### src/rtl/minmax_seq_ctrl.sv
// Burst min/max finder sharing one comparator pair across N operands.
// Define SIGNED_CMP_EN for two's-complement compares; default is unsigned.
module minmax_seq_ctrl #(
    parameter int W = 32,
    parameter int N = 4,
    localparam int IW = (N > 1) ? $clog2(N) : 1
) (
    input  logic          clk_21,
    input  logic          rst_21,
    input  logic          start_21,
    input  logic          in_valid_21,
    input  logic [W-1:0]  in_data_21,
    output logic          in_ready_21,
    output logic          busy_21,
    output logic          done_21,
    output logic [W-1:0]  max_21,
    output logic [W-1:0]  min_21,
    output logic [IW-1:0] max_idx_21,
    output logic [IW-1:0] min_idx_21,
    output logic          max_tie_21,
    output logic          min_tie_21
);

    typedef enum logic [1:0] {
        IDLE,
        LOAD,
        DONE
    } state_t;

    state_t        state_q, state_d;
    logic [IW-1:0] cnt_q, cnt_d;
    logic          ready_q, ready_d;
    logic          busy_q, busy_d;
    logic          done_q, done_d;
    logic [W-1:0]  max_q, max_d;
    logic [W-1:0]  min_q, min_d;
    logic [IW-1:0] max_idx_q, max_idx_d;
    logic [IW-1:0] min_idx_q, min_idx_d;
    logic          max_tie_q, max_tie_d;
    logic          min_tie_q, min_tie_d;

    logic accept;
    logic last;
    logic gt_max;
    logic lt_min;
    logic eq_max;
    logic eq_min;

    // ready is only ever high in LOAD, so it doubles as the state qualifier
    assign accept = ready_q & in_valid_21;
    assign last   = (cnt_q == IW'(N - 1));
    assign eq_max = (in_data_21 == max_q);
    assign eq_min = (in_data_21 == min_q);

`ifdef SIGNED_CMP_EN
    assign gt_max = $signed(in_data_21) > $signed(max_q);
    assign lt_min = $signed(in_data_21) < $signed(min_q);
`else
    assign gt_max = in_data_21 > max_q;
    assign lt_min = in_data_21 < min_q;
`endif

    always_comb begin
        state_d   = state_q;
        cnt_d     = cnt_q;
        max_d     = max_q;
        min_d     = min_q;
        max_idx_d = max_idx_q;
        min_idx_d = min_idx_q;
        max_tie_d = max_tie_q;
        min_tie_d = min_tie_q;
        unique case (state_q)
            IDLE: begin
                if (start_21) begin
                    state_d = LOAD;
                    cnt_d   = '0;
                end
            end
            LOAD: begin
                if (accept) begin
                    cnt_d = cnt_q + IW'(1);
                    if (cnt_q == '0) begin
                        max_d     = in_data_21;
                        min_d     = in_data_21;
                        max_idx_d = '0;
                        min_idx_d = '0;
                        max_tie_d = 1'b0;
                        min_tie_d = 1'b0;
                    end else begin
                        if (gt_max) begin
                            max_d     = in_data_21;
                            max_idx_d = cnt_q;
                            max_tie_d = 1'b0;
                        end else if (eq_max) begin
                            max_tie_d = 1'b1;
                        end
                        if (lt_min) begin
                            min_d     = in_data_21;
                            min_idx_d = cnt_q;
                            min_tie_d = 1'b0;
                        end else if (eq_min) begin
                            min_tie_d = 1'b1;
                        end
                    end
                    if (last) begin
                        state_d = DONE;
                    end
                end
            end
            DONE: state_d = IDLE;
            default: state_d = IDLE;
        endcase
        ready_d = (state_d == LOAD);
        busy_d  = (state_d != IDLE);
        done_d  = (state_d == DONE);
    end

    always_ff @(posedge clk_21) begin
        if (rst_21) begin
            state_q   <= IDLE;
            cnt_q     <= '0;
            ready_q   <= 1'b0;
            busy_q    <= 1'b0;
            done_q    <= 1'b0;
            max_q     <= '0;
            min_q     <= '0;
            max_idx_q <= '0;
            min_idx_q <= '0;
            max_tie_q <= 1'b0;
            min_tie_q <= 1'b0;
        end else begin
            state_q   <= state_d;
            cnt_q     <= cnt_d;
            ready_q   <= ready_d;
            busy_q    <= busy_d;
            done_q    <= done_d;
            max_q     <= max_d;
            min_q     <= min_d;
            max_idx_q <= max_idx_d;
            min_idx_q <= min_idx_d;
            max_tie_q <= max_tie_d;
            min_tie_q <= min_tie_d;
        end
    end

    assign in_ready_21 = ready_q;
    assign busy_21     = busy_q;
    assign done_21     = done_q;
    assign max_21      = max_q;
    assign min_21      = min_q;
    assign max_idx_21  = max_idx_q;
    assign min_idx_21  = min_idx_q;
    assign max_tie_21  = max_tie_q;
    assign min_tie_21  = min_tie_q;

endmodule
### config.mk
export PLATFORM = sky130hd
export DESIGN_NAME = minmax_seq_ctrl
export DESIGN_NICKNAME = d
export VERILOG_FILES = /design/src/rtl/minmax_seq_ctrl.sv
export SDC_FILE = /design/constraint.sdc
export NUM_CORES = 1
export LEC_CHECK = 0
export ABC_CLOCK_PERIOD_IN_PS = 2300
export CAP_MARGIN = 15
export CORE_ASPECT_RATIO = 0.9
export CORE_MARGIN = 2
export CORE_UTILIZATION = 40
export DETAILED_ROUTE_END_ITERATION = 10
export PLACE_DENSITY = 0.8
export SYNTH_ARGS = -nofsm -noshare
export SYNTH_HDL_FRONTEND = slang
export SYNTH_SLANG_ARGS = --single-unit
### constraint.sdc
create_clock -name clk_21 -period 2.3 [get_ports clk_21]
set_input_delay 0.46 -clock clk_21 [delete_from_list [all_inputs] [get_ports clk_21]]
set_output_delay 0.46 -clock clk_21 [all_outputs]
set_load 0.005 [all_outputs]
==> impl_metrics.env <==
export IMPL_grtUsageTotal=0.2134
export IMPL_ys_seq_area_frac=0.3198
export IMPL_fmax_mhz=415.3
export IMPL_powerDensity_mw_per_mm2=503.7
export IMPL_path_cells="inv_1 > ha_1 > nand4_1 > nor4_2 > a21boi_1 > or4_4 > a21oi_4 > buf_12 > buf_12 > buf_16 > mux2i_1"
export IMPL_yosys_area_top_type="dfxtp_1"
export IMPL_clock_path_buffers=2
export IMPL_start_util=0.4056
export IMPL_synthesis_area_mm2=0.004821
export IMPL_finalSetupViolCount=35
export IMPL_place_hpwl_mm=9.664
export IMPL_syn_inst=526
export IMPL_status="finished with violations"
export IMPL_port_buffers=108
export IMPL_synthTopCellsByArea="dfxtp_1 (32%), ha_1 (17%), mux2i_1 (14%)"
export IMPL_totalWireLength_mm=14.30
export IMPL_final_nets=799
export IMPL_synthFlopType="dfxtp_1"
export IMPL_slew_violations=0
export IMPL_cap_viol_max_count=0
export IMPL_path_class="flop to flop"
export IMPL_netlist_top_cells_count="nand2b_1 (100), dfxtp_1 (77), mux2i_1 (68)"
export IMPL_numCtsBuffers=9
export IMPL_fin_total_pwr_mw=3.739
export IMPL_drtIter0Drc=195
export IMPL_yosysTopAreaCellShare=0.3198
export IMPL_required_ns=2.57
export IMPL_cts_root_buf="clkbuf_16"
export IMPL_period_minus_slack_ns=2.408
export IMPL_drc_errors=0
export IMPL_period_share=1.047
export IMPL_hold_ws_ns=0.4688
export IMPL_grt_max_degree=110
export IMPL_die_width_um=119.7
export IMPL_overflow=0
export IMPL_core_area_mm2=0.01189
export IMPL_tns_ns=-1.854
export IMPL_vias=4390
export IMPL_dp_slack_ns=-0.7048
export IMPL_cp_buffers_inverters=4
export IMPL_cts_max_level=3
export IMPL_antenna_left=0
export IMPL_cts_sinks=77
export IMPL_insertion_delay_ns=0.34
export IMPL_dieHeight_um=108.2
export IMPL_rsz0062_at_grt="true"
export IMPL_vias_per_cell=5.093
export IMPL_crit_cells=11
export IMPL_holdCritPathClass="input pin to flop"
export IMPL_crit_slowest_cell="or4_4"
export IMPL_place_area_mm2=0.006405
export IMPL_max_slew_margin=0.7387
export IMPL_cts_hold_buf=0
export IMPL_final_cell_area_mm2=0.007423
export IMPL_max_stage_delay_ns=0.54
export IMPL_std_cell_rows=38
export IMPL_r2r_cells=11
export IMPL_synth_edf_count=0
export IMPL_crit_fanout=5
export IMPL_worst_slew_pin_slew_ns=0.3911
export IMPL_synthDistinctLibCells=44
export IMPL_worst_slack_ns=-0.1077
export IMPL_pin_count=109
export IMPL_arrival_ns=2.68
export IMPL_antenna_found_initial=0
export IMPL_violations="negative setup slack"
export IMPL_grt_pass1_wl_mm=21.79
export IMPL_clock_skew_ns=0.007459
export IMPL_worstSetupStartpointType="flop"
export IMPL_synth_nets=628
export IMPL_holdPathStages=3
export IMPL_cts_tree="yes"
export IMPL_cpMostUsedCell="buf_12"
export IMPL_yosys_warnings=0
export IMPL_report_final_hold_viol_count=0
export IMPL_diodes=0
export IMPL_cp_end_kind="flop"
export IMPL_cp_top_family="simple AND/OR/NAND/NOR gates"
export IMPL_first_global_vias=4491
export IMPL_synth_most_common_cell="nand2b_1"
export IMPL_layout_drive_gt1_share=0.2877
export IMPL_peakVddDrop_mv=0.3383
export IMPL_wl_per_cell_um=16.59
export IMPL_die_area_mm2=0.01295
export IMPL_gp_congestion=0.8314
export IMPL_ys_ff_latch=77
export IMPL_areaGrowthSynthToFinish_pct=53.98
export IMPL_path_clk_slew_ns=0.06
export IMPL_synthArstFlopShare=0
export IMPL_syn_avg_cell_area_um2=9.165
export IMPL_p_leak_nw=3.121
export IMPL_first_pass_iters=5
logic make-up (layout without fill, tap and decap cells):
kind of cell    count (synthesis)  after routing  synth area share
fa+ha+maj                      66             66            0.1713
mux                            68             68            0.1412
flops                          77             77            0.3198
compound gates                 64             64           0.08487
buf+inv                        87            263           0.08461
simple gates                  164            164            0.1983
final cells by class:
cell class              count  area [um2]
inverters                  67       251.5
clock inverters             6       110.1
repair buffers            180        1689
fillers                   931        4463
flip-flops and latches     77        1587
well taps                 160       200.2
multi-input cells         362        3347
clock buffers              10       239.0
metrics by stage:
step	utilization	instances
global placement	0.5388	826
CTS	0.5973	852
floorplan	-	526
global route	0.6245	862
detailed placement	0.5388	826
finish	0.6245	862
path summary, 6_finish.rpt:
check / startpoint / to / slack [ns]
worst max-delay path: max_21[8] / max_21[29] / -0.11
worst min-delay path: in_data_21[9] / max_21[9] / 0.47
worst max register to register: max_21[8] / max_21[29] / -0.11
worst min register to register: min_21[6] / min_21[6] / 0.49
where the power goes:
group	leakage, nW	switching (mW)	total, mW	internal (mW)
clock network	0.165	0.578	1.67	1.09
logic	2.31	0.309	0.672	0.363
registers	0.641	0.0303	1.40	1.37
total	3.12	0.917	3.74	2.82
cell usage in the layout, fill, tap and decap left out, types with 3 or more instances in the layout:
cell type        netlist  routed
inv_1                 67      57
nor3_1                 4       4
bufinv_16              0       3
nand3_1                4       4
buf_4                  2      60
a21oi_2                1       7
a21oi_1               27      20
dfxtp_2                0      36
ha_4                   0      26
clkbuf_2               0      13
buf_12                 2       7
clkbuf_16              0       9
buf_16                 0       3
nand2b_1             100     100
nand2_1               19      18
dlygate4sd2_1          0      15
inv_2                  0      10
o21ai_1                0       3
dfxtp_1               77      41
o21ai_0                8       4
nor4_2                 0       3
o21a_1                 5       5
nor2_1                 9       9
ha_1                  66      40
nand4_1               13      13
mux2i_1               68      67
clkdlybuf4s50_1        0      75
clkdlybuf4s15_1        0       3
per-layer routing:
metal | track usage | up-vias | routed length [um]
met3 | 0.07068 | 25 | 866
met1 | 0.2447 | 2087 | 5927
met4 | 0.04622 | 0 | 255
li1 | - | 2140 | -
met2 | 0.3878 | 138 | 7253
met5 | 0 | - | 0
sequential cells by signal, summed over array words and instances (netlist names):
signal	flops
max_tie_21	1
in_ready_21	1
min_idx_21	2
cnt_q	2
state_q	2
max_21	32
min_21	32
busy_21	1
max_idx_21	2
min_tie_21	1
done_21	1
worst register-to-register path, cell delays in order, from the launching register on:
cell and delay, ns:
dfxtp_2 0.34, inv_1 0.05, ha_1 0.28, nand4_1 0.17, nor4_2 0.07, a21boi_1 0.16
or4_4 0.54, a21oi_4 0.19, buf_12 0.14, buf_12 0.12, buf_16 0.12, mux2i_1 0.17
timing repair:
item / 4_1_cts / 5_1_grt
endpoints found under the setup margin: 70 / 70
setup buffers: 6 / 10
gates cloned: 4 / 0
gates resized for setup: 75 / 100
pin swaps: 37 / 27
No activity file was read; power rests on OpenSTA's default activity.
